==> config.mk <==
export PLATFORM = sky130hd
export DESIGN_NAME = bist_controller_flat
export DESIGN_NICKNAME = d
export VERILOG_FILES = /design/src/rtl/bist_controller_if.sv /design/src/rtl/bist_controller.sv /design/src/flat_wrapper.sv
export SDC_FILE = /design/constraint.sdc
export NUM_CORES = 1
export LEC_CHECK = 0
export ABC_AREA = 0
export CAP_MARGIN = 5
export CELL_PAD_IN_SITES_DETAIL_PLACEMENT = 0
export CELL_PAD_IN_SITES_GLOBAL_PLACEMENT = 1
export CORE_ASPECT_RATIO = 1.75
export CORE_UTILIZATION = 44
export DETAILED_ROUTE_END_ITERATION = 10
export DONT_BUFFER_PORTS = 1
export GPL_TIMING_DRIVEN = 1
export PLACE_DENSITY_LB_ADDON = 0.1
export SYNTH_ARGS = -nofsm -noshare
export SYNTH_HDL_FRONTEND = slang
export SYNTH_SLANG_ARGS = --single-unit
==> constraint.sdc <==
create_clock -name clk -period 4 [get_ports clk]
set_clock_uncertainty 0.15 [all_clocks]
set_input_delay 0.8 -clock clk [delete_from_list [all_inputs] [get_ports clk]]
set_output_delay 0.8 -clock clk [all_outputs]
set_load 0.02 [all_outputs]
==> src/rtl/bist_controller_if.sv <==
// -----------------------------------------------------------------------------
// bist_controller_if
// Request/grant handshake between the logic-BIST controller and the functional
// arbiter that owns the shared test resource.
//
// Signals
//   req_o   : controller -> arbiter, resource requested (REQ through COMPARE)
//   grant_i : arbiter -> controller, resource granted to the BIST session
//
// Modports
//   master : BIST controller side (drives req_o, samples grant_i)
//   slave  : arbiter side (samples req_o, drives grant_i)
// -----------------------------------------------------------------------------
interface bist_controller_if;
   logic req_o;
   logic grant_i;

   modport master (
      output req_o,
      input  grant_i
   );

   modport slave (
      input  req_o,
      output grant_i
   );
endinterface

==> src/rtl/bist_controller.sv <==
// -----------------------------------------------------------------------------
// bist_controller
// Sequences one logic-BIST session: request the shared test resource, wait for
// the grant, seed LFSR/MISR, run NUM_PATTERNS shift/capture rounds, unload the
// chain into the MISR and compare the final signature against a golden value.
// Losing the grant at any point between INIT and COMPARE aborts the session.
//
// Ports
//   clk         : system clock, all state on the rising edge
//   rst         : asynchronous, active-low reset
//   start       : session request (level), only looked at in IDLE/DONE
//   arb         : request/grant handshake to the arbiter (master modport)
//   golden_sig  : expected final MISR signature, sampled in COMPARE
//   signature   : current MISR contents
//   misr_clr    : one-cycle seed/clear strobe to LFSR and MISR
//   lfsr_en     : advance LFSR and feed scan_in
//   misr_en     : MISR compacts scan_out this cycle
//   scan_en     : scan chain in shift mode
//   capture     : one-cycle functional capture strobe
//   busy        : session in progress (REQ..COMPARE)
//   done        : session finished, normally or aborted
//   pass        : signature matched golden_sig
//   abort_err   : session aborted by grant loss
//   pattern_cnt : captures completed in this session
// -----------------------------------------------------------------------------
module bist_controller #(
   parameter int SCAN_LEN     = 16,
   parameter int NUM_PATTERNS = 255,
   parameter int SIG_W        = 8,
   parameter int CNT_W        = 16
) (
   input  logic               clk,
   input  logic               rst,
   input  logic               start,
   bist_controller_if.master  arb,
   input  logic [SIG_W-1:0]   golden_sig,
   input  logic [SIG_W-1:0]   signature,
   output logic               misr_clr,
   output logic               lfsr_en,
   output logic               misr_en,
   output logic               scan_en,
   output logic               capture,
   output logic               busy,
   output logic               done,
   output logic               pass,
   output logic               abort_err,
   output logic [CNT_W-1:0]   pattern_cnt
);

   localparam int               SH_W     = $clog2(SCAN_LEN);
   localparam logic [SH_W-1:0]  SH_LAST  = SH_W'(SCAN_LEN - 1);
   localparam logic [CNT_W-1:0] PAT_LAST = CNT_W'(NUM_PATTERNS);

   typedef enum logic [2:0] {
      S_IDLE,
      S_REQ,
      S_INIT,
      S_SHIFT,
      S_CAPTURE,
      S_UNLOAD,
      S_COMPARE,
      S_DONE
   } state_t;

   state_t           state_q,       state_d;
   logic [SH_W-1:0]  shift_cnt_q,   shift_cnt_d;
   logic [CNT_W-1:0] pattern_cnt_q, pattern_cnt_d;
   logic             done_q,        done_d;
   logic             pass_q,        pass_d;
   logic             abort_q,       abort_d;

   logic             grant;
   logic             in_session;
   logic [CNT_W-1:0] pattern_inc;

   assign grant       = arb.grant_i;
   assign pattern_inc = pattern_cnt_q + CNT_W'(1);

   // The grant only matters once the resource is in use (INIT..COMPARE);
   // a grant seen in IDLE/REQ/DONE never aborts anything.
   assign in_session = (state_q == S_INIT)    || (state_q == S_SHIFT)  ||
                       (state_q == S_CAPTURE) || (state_q == S_UNLOAD) ||
                       (state_q == S_COMPARE);

   // ---------------------------------------------------------------------------
   // State register
   // ---------------------------------------------------------------------------
   always_ff @(posedge clk or negedge rst) begin
      if (!rst) begin
         state_q       <= S_IDLE;
         shift_cnt_q   <= '0;
         pattern_cnt_q <= '0;
         done_q        <= 1'b0;
         pass_q        <= 1'b0;
         abort_q       <= 1'b0;
      end else begin
         state_q       <= state_d;
         shift_cnt_q   <= shift_cnt_d;
         pattern_cnt_q <= pattern_cnt_d;
         done_q        <= done_d;
         pass_q        <= pass_d;
         abort_q       <= abort_d;
      end
   end

   // ---------------------------------------------------------------------------
   // Next-state and output decode
   // ---------------------------------------------------------------------------
   always_comb begin
      state_d       = state_q;
      shift_cnt_d   = shift_cnt_q;
      pattern_cnt_d = pattern_cnt_q;
      done_d        = done_q;
      pass_d        = pass_q;
      abort_d       = abort_q;

      arb.req_o     = 1'b0;
      busy          = 1'b0;
      misr_clr      = 1'b0;
      lfsr_en       = 1'b0;
      misr_en       = 1'b0;
      scan_en       = 1'b0;
      capture       = 1'b0;

      // Moore decode; every enable is additionally qualified by the grant
      // so that a grant loss silences the test resource in the same cycle.
      case (state_q)
         S_REQ: begin
            arb.req_o = 1'b1;
            busy      = 1'b1;
         end
         S_INIT: begin
            arb.req_o = 1'b1;
            busy      = 1'b1;
            misr_clr  = grant;
         end
         S_SHIFT: begin
            arb.req_o = 1'b1;
            busy      = 1'b1;
            scan_en   = grant;
            lfsr_en   = grant;
            // Before the first capture the chain holds garbage; keep it
            // out of the signature.
            misr_en   = grant && (pattern_cnt_q != '0);
         end
         S_CAPTURE: begin
            arb.req_o = 1'b1;
            busy      = 1'b1;
            capture   = grant;
         end
         S_UNLOAD: begin
            arb.req_o = 1'b1;
            busy      = 1'b1;
            scan_en   = grant;
            misr_en   = grant;
         end
         S_COMPARE: begin
            arb.req_o = 1'b1;
            busy      = 1'b1;
         end
         default: ;
      endcase

      if (in_session && !grant) begin
         // Grant lost: abandon the session, keep pattern_cnt as a record of
         // how far it got.
         state_d = S_DONE;
         done_d  = 1'b1;
         abort_d = 1'b1;
         pass_d  = 1'b0;
      end else begin
         case (state_q)
            S_IDLE: begin
               if (start) begin
                  state_d       = S_REQ;
                  done_d        = 1'b0;
                  pass_d        = 1'b0;
                  abort_d       = 1'b0;
                  pattern_cnt_d = '0;
               end
            end
            S_REQ: begin
               if (grant) begin
                  state_d = S_INIT;
               end
            end
            S_INIT: begin
               state_d     = S_SHIFT;
               shift_cnt_d = '0;
            end
            S_SHIFT: begin
               if (shift_cnt_q == SH_LAST) begin
                  state_d     = S_CAPTURE;
                  shift_cnt_d = '0;
               end else begin
                  shift_cnt_d = shift_cnt_q + SH_W'(1);
               end
            end
            S_CAPTURE: begin
               pattern_cnt_d = pattern_inc;
               shift_cnt_d   = '0;
               if (pattern_inc == PAT_LAST) begin
                  state_d = S_UNLOAD;
               end else begin
                  state_d = S_SHIFT;
               end
            end
            S_UNLOAD: begin
               if (shift_cnt_q == SH_LAST) begin
                  state_d     = S_COMPARE;
                  shift_cnt_d = '0;
               end else begin
                  shift_cnt_d = shift_cnt_q + SH_W'(1);
               end
            end
            S_COMPARE: begin
               state_d = S_DONE;
               done_d  = 1'b1;
               pass_d  = (signature == golden_sig);
            end
            S_DONE: begin
               // Level-sensitive start: it must drop before a new session
               // can be accepted from IDLE.
               if (!start) begin
                  state_d = S_IDLE;
               end
            end
            default: begin
               state_d = S_IDLE;
            end
         endcase
      end
   end

   assign done        = done_q;
   assign pass        = pass_q;
   assign abort_err   = abort_q;
   assign pattern_cnt = pattern_cnt_q;

endmodule

==> src/flat_wrapper.sv <==
// flat-port wrapper written by rule: the top's interface ports become plain ports
module bist_controller_flat 
#(
   parameter int SCAN_LEN     = 16,
   parameter int NUM_PATTERNS = 255,
   parameter int SIG_W        = 8,
   parameter int CNT_W        = 16
)
  (clk, rst, start, golden_sig, signature, misr_clr, lfsr_en, misr_en, scan_en, capture, busy, done, pass, abort_err, pattern_cnt, arb_req_o, arb_grant_i);
  bist_controller_if arb_i ();
  input  logic clk;
  input  logic rst;
  input  logic start;
  input  logic [SIG_W-1:0] golden_sig;
  input  logic [SIG_W-1:0] signature;
  output logic misr_clr;
  output logic lfsr_en;
  output logic misr_en;
  output logic scan_en;
  output logic capture;
  output logic busy;
  output logic done;
  output logic pass;
  output logic abort_err;
  output logic [CNT_W-1:0] pattern_cnt;
  output wire logic [$bits(arb_i.req_o)-1:0] arb_req_o;
  input wire logic [$bits(arb_i.grant_i)-1:0] arb_grant_i;
  assign arb_req_o = arb_i.req_o;
  assign arb_i.grant_i = arb_grant_i;
  bist_controller #(.SCAN_LEN(SCAN_LEN), .NUM_PATTERNS(NUM_PATTERNS), .SIG_W(SIG_W), .CNT_W(CNT_W)) u_core (.clk(clk), .rst(rst), .start(start), .arb(arb_i), .golden_sig(golden_sig), .signature(signature), .misr_clr(misr_clr), .lfsr_en(lfsr_en), .misr_en(misr_en), .scan_en(scan_en), .capture(capture), .busy(busy), .done(done), .pass(pass), .abort_err(abort_err), .pattern_cnt(pattern_cnt));
endmodule
==> flow_summary_export.csv, run 1 <==
group,metric,value,unit
routing,via_per_inst,6.28,
floorplan,start_util,45.7,%
logic_synthesis,synth.distinct_cells,48,
timing,max_freq,0.315,GHz
global_routing,antenna_found_initial,0,
setup_path,cp-end-kind,"primary output",
logic_synthesis,synth_seq_area_share,34.3,%
run_status,outcome,"finished, final reports clean",
layout,fin_nets,239,
routing,drc_errors,0,
global_routing,grt_overflow_total,0,
setup_path,r2r_cells,6,
clocking,htreeDepth,1,
global_routing,grt_pass1_vias,1574,
clocking,cts_tree,"built",
clocking,cts_resized,0,
routing,drt_iter0_markers,42,
timing,slew_headroom,52.3,%
floorplan,rows,31,
floorplan,die_x,51.7,um
logic_synthesis,synth_top_area_cell,"dfrtp_1",
job,timing.max_cap.violations,0,
routing,routed_wirelength,4540,um
floorplan,die_area,4590,um2
logic_synthesis,syn_nets,252,
clocking,cts_buffer_depth,2,
global_routing,track_usage,21.4,%
timing,fin_tns_setup,0,ns
power,finalPower,1.11,mW
routing,dr.pass1.iters,4,
logic_synthesis,synth_top_area_share,34.3,%
logic_synthesis,yosysWarnings,0,
hold_path,hold_path.class,"primary input to async pin",
setup_path,cp.required,3.05,ns
setup_path,crit_arrival,2.23,ns
clocking,cts_root_buf,"clkbuf_8",
global_routing,grt_use_met1,23.6,%
layout,syn2layout_area_growth,0.132,%
layout,diodes,0,
global_routing,grt-busiest-layer,"met2",
routing,vias,1646,
logic_synthesis,synth_edf_count,0,
global_routing,grt_max_degree,27,
clocking,cts_hold_buf,0,
global_routing,met2_usage,40.7,%
timing,period_share,79.4,%
logic_synthesis,synth-async-reset-ratio,100,%
power,p_leak,0.744,nW
timing,setup_slack,0.823,ns
clocking,clkTransAtPathRegs,0.09,ns
routing,wl_per_cell,17.3,um
placed_design,dpl_worst_slack,1.09,ns
logic_synthesis,synth_ff_type,"dfrtp_1",
floorplan,num_io_pins,46,
timing,final_hold_viol_count,0,
logic_synthesis,postSynthAreaPerCell,8.32,um2
timing,setup_viol,0,
power,cellPowerDensity,585,nW/um2
placed_design,gp_congestion,0.824,
power,peakVddDrop,0.352,mV
global_routing,grt_pass1_wl,7340,um
layout,n_fill_cell,426,
logic_synthesis,syn-cell-area,1900,um2
layout,drive_gt1_share,3.76,%
routing,antenna_left,0,
setup_path,startpoint_type,"register",
logic_synthesis,synthCells,228,
clocking,clock_latency,0.27,ns
setup_path,path_class,"register to primary output",
clocking,cts_setup_buffers,0,
placed_design,hpwlAfterDp,3440,um
global_routing,use_met3,2.23,%
clocking,cts_buffers,3,
timing,rsz0062_at_grt,"no",
timing,drv_slew,0,
setup_path,startpoint,"u_core.state_q[1]",
floorplan,core,4150,um2
setup_path,r2r-start,"u_core.state_q[1]",
timing,period_needed,3.18,ns
placed_design,portBuffers,0,
setup_path,cp_max_fo,22,
clocking,cts.sinks,26,
timing,finalHoldWorstSlack,0.0671,ns
floorplan,die_height,88.9,um
timing,worstMarginPinSlew,0.713,ns
logic_synthesis,ys_ff_latch,26,
logic_synthesis,synth_area_leaders,"dfrtp_1 34%, o21ai_0 8.4%, nand2_1 4.5%, xnor2_1 3.2%, a21oi_1 2.9%",
==> cell families after synthesis <==
| logic type | synth area share, % |
|---|---|
| and+or+nand+nor | 25.6 |
| AOI/OAI and AO/OA | 24.5 |
| DFF | 34.3 |
| buffers and inverters | 6.26 |
| xor gates and xnor gates | 5.08 |
| adders and majority gates | 2.64 |
| muxes | 1.65 |
==> worst max-delay path, stage by stage (launching register included) <==
cell and delay [ns]:
dfrtp_1 0.60, nor2_1 0.29, nand3_1 0.43, inv_1 0.63
==> layout make-up <==
type	instances	area, um2	area share, %
Multi-Input combinational cell	179	1130	59.4
Clock buffer	3	41.3	2.17
Tap cell	49	61.3	3.23
Sequential cell	26	651	34.2
Inverter	5	18.8	0.987
==> cell usage in the layout, fill, tap and decap left out, types with 3 or more instances in the layout <==
| master | Yosys | final |
|---|---|---|
| o21ai_0 | 32 | 32 |
| dfrtp_1 | 26 | 26 |
| nand2_1 | 23 | 23 |
| nor2_1 | 13 | 13 |
| a21oi_1 | 11 | 11 |
| nand3_1 | 10 | 10 |
| nand4_1 | 7 | 7 |
| xnor2_1 | 7 | 7 |
| nor3_1 | 6 | 6 |
| inv_1 | 5 | 5 |
| and3_1 | 5 | 5 |
| and2_1 | 5 | 5 |
| nand2b_1 | 4 | 4 |
| xor2_1 | 4 | 4 |
| nor2b_1 | 4 | 4 |
| ha_1 | 4 | 4 |
| nor4_1 | 3 | 3 |
| o32a_1 | 3 | 3 |
| o211ai_1 | 3 | 3 |
| o31ai_1 | 3 | 3 |
| o41ai_1 | 3 | 3 |
| clkbuf_8 | 0 | 3 |
==> per-stage QoR <==
step	cells	utilization, %	cell area [um2]
finish	262	45.8	1900
CTS	262	45.8	1900
detailed placement	259	44.8	1860
floorplan	228	-	1900
global placement	259	44.8	1860
global route	262	45.8	1900
==> final timing paths <==
path                       slack [ns]                endpoint
max                              0.82                 capture
min                              0.07  u_core.pattern_cnt[12]
max reg2reg                      1.37   u_core.pattern_cnt[8]
min reg2reg                      0.38   u_core.shift_cnt_q[1]
max in group asynchronous        3.55   u_core.pattern_cnt[7]
min in group clk                 0.38   u_core.shift_cnt_q[1]
==> state kept, by name, indices dropped and copies added (netlist names) <==
signal	flops
u_core.done	1
u_core.shift_cnt_q	4
u_core.pattern_cnt	16
u_core.state_q	3
u_core.abort_err	1
u_core.pass	1
==> cells in the mapped netlist (2+ instances only) <==
master	number
o41ai_1	3
buf_4	4
a21oi_1	11
nand3_1	10
nand2b_1	4
o31ai_1	3
o32a_1	3
and3_1	5
inv_1	5
a31oi_1	2
clkbuf_1	9
mux2i_1	2
dfrtp_1	26
nor4_1	3
xnor2_1	7
o21a_1	2
nor2_1	13
xor2_1	4
buf_6	2
nand4_1	7
o31a_1	2
o21ai_0	32
buf_2	2
nor4b_1	2
nand2_1	23
nand3b_1	2
ha_1	4
o211ai_1	3
and4_1	2
and2_1	5
nor2b_1	4
nor3_1	6
==> per-layer routing <==
metal	routed length, um	part of all wire, %
met1	1710	38
met2	2610	58
met5	0	0
met3	130	2.9
met4	87	1.9
==> power by group <==
part,switching [mW],total (mW),leakage [nW],internal [mW]
Sequential,0.174,0.496,0.332,0.322
Clock,0.0774,0.145,0.0216,0.0674
Combinational,0.276,0.471,0.390,0.195
Total,0.528,1.11,0.744,0.584
No activity file was read; power rests on OpenSTA's default activity.
==> run 2: changes to the inputs <==
CORE_UTILIZATION = 42   (was 44)
clock period = 2.8 ns   (was 4 ns; I/O delays follow)
==> run 2 against run 1 <==
- combinational power grew 79%
- worst setup slack lost 0.62 ns
- register-to-register slack lost 1.2 ns
- non-clock buffer count grew 14
- utilization grew 1.3 points
- critical path depth grew 3
- sequential power grew 25%
- critical path type unchanged
- critical endpoint is now misr_en
- largest cell class unchanged
==> flow_summary_export.csv, run 2 (same netlist as run 1, synthesis figures left out) <==
group,metric,value,unit
routing,wl_per_cell,17.4,um
routing,drc_errors,0,
power,p_leak,0.832,nW
routing,via_per_inst,6.23,
layout,final_common_cell,"o21ai_0",
layout,syn2layout_area_growth,8.17,%
layout,fin_nets,253,
routing,antenna_left,0,
global_routing,grt_max_degree,27,
setup_path,cp.required,2.09,ns
timing,slew_headroom,60.7,%
setup_path,cp-end-kind,"primary output",
clocking,cts_buffers,3,
setup_path,crit_arrival,1.89,ns
global_routing,antenna_found_initial,0,
routing,dr.pass1.iters,6,
timing,rsz0062_at_grt,"no",
floorplan,die_x,52.8,um
layout,layout_common_cells,"32 x o21ai_0, 26 x dfrtp_1, 23 x nand2_1",
global_routing,track_usage,21.6,%
layout,diodes,0,
clocking,clkTransAtPathRegs,0.10,ns
clocking,cts_buffer_depth,2,
placed_design,portBuffers,0,
power,cellPowerDensity,866,nW/um2
clocking,cts_resized,0,
timing,period_needed,2.60,ns
routing,routed_wirelength,4850,um
clocking,cts_setup_buffers,0,
timing,finalHoldWorstSlack,0.336,ns
hold_path,hold_path.class,"primary input to register",
routing,vias,1737,
layout,drive_gt1_share,9.65,%
routing,drt_iter0_markers,40,
floorplan,start_util,43.5,%
layout,largest_reg_flops,16,
setup_path,cp_max_fo,7,
placed_design,hpwlAfterDp,3570,um
timing,setup_viol,0,
clocking,cts_tree,"built",
global_routing,grt_overflow_total,0,
timing,worstMarginPinSlew,0.590,ns
floorplan,core,4360,um2
run_status,outcome,"finished, final reports clean",
job,timing.max_cap.violations,0,
floorplan,die_area,4800,um2
setup_path,startpoint_type,"register",
floorplan,die_height,90.9,um
placed_design,gp_congestion,0.883,
power,peakVddDrop,0.526,mV
setup_path,path_class,"register to primary output",
clocking,cts_root_buf,"clkbuf_8",
global_routing,grt_pass1_vias,1674,
floorplan,num_io_pins,46,
timing,fin_tns_setup,0,ns
clocking,htreeDepth,1,
floorplan,rows,32,
clocking,clock_latency,0.27,ns
global_routing,grt_pass1_wl,7980,um
timing,drv_slew,0,
timing,final_hold_viol_count,0,
timing,max_freq,0.385,GHz
clocking,cts.sinks,26,
timing,period_share,92.8,%
-- run 2: repair_timing --
action,4_1_cts,5_1_grt
hold buffers,2,0
hold endpoints to repair,26,0
endpoints found under the setup margin,0,0
-- run 2: power by group --
part / internal [mW] / switching (mW) / total (mW)
logic: 0.338 / 0.503 / 0.841
clock network: 0.191 / 0.126 / 0.317
registers: 0.461 / 0.160 / 0.621
-- run 2: path summary, 6_finish.rpt --
kind | from | to | slack (ns) | cells past startpoint
max | u_core.pattern_cnt[0] | misr_en | 0.20 | 6
max reg2reg | u_core.pattern_cnt[0] | u_core.state_q[1] | 0.22 | 7
min | signature[1] | u_core.pass | 0.34 | 3
max in group asynchronous | rst | u_core.pattern_cnt[14] | 1.77 | 2
min in group asynchronous | rst | u_core.shift_cnt_q[2] | 0.57 | 2
min reg2reg | u_core.shift_cnt_q[1] | u_core.shift_cnt_q[1] | 0.38 | 2
-- run 2: final cells by class --
| type | instances | area [um2] |
|---|---|---|
| Fill cell | 462 | 2310 |
| Multi-Input combinational cell | 179 | 1130 |
| Sequential cell | 26 | 651 |
| Timing Repair Buffer | 14 | 120 |
| Tap cell | 51 | 63.8 |
| Clock buffer | 3 | 41.3 |
| Clock inverter | 1 | 30.0 |
| Inverter | 5 | 18.8 |
-- run 2: metrics by stage --
| stage | total power, mW | instances | worst slack [ns] | instance area (um2) | utilization, % |
|---|---|---|---|---|---|
| 5_1_grt | 1.92 | 279 | 0.0528 | 2050 | 47.0 |
| 3_5_place_dp | 1.46 | 273 | 0.239 | 1950 | 44.7 |
| 2_1_floorplan | 1.28 | 228 | 0.491 | 1900 | - |
| 6_report | 1.78 | 279 | 0.202 | 2050 | 47.0 |
| 3_3_place_gp | 1.43 | 273 | 0.305 | 1950 | 44.7 |
| 4_1_cts | 1.79 | 279 | 0.184 | 2050 | 47.0 |
-- run 2: routing by layer --
layer | track usage [%] | vias to the layer above | share of wire [%]
li1 | - | 835 | -
met3 | 2.51 | 9 | 3.3
met5 | 0 | - | 0
met1 | 25.5 | 846 | 41
met2 | 38.6 | 47 | 54
met4 | 7.02 | 0 | 1.8
-- run 2: critical path: stages, from the launching register on --
cell	delay (ns)
dfrtp_1	0.55
inv_1	0.12
ha_1	0.22
nor4b_1	0.14
nand4_1	0.12
nand3b_1	0.08
a21oi_1	0.38
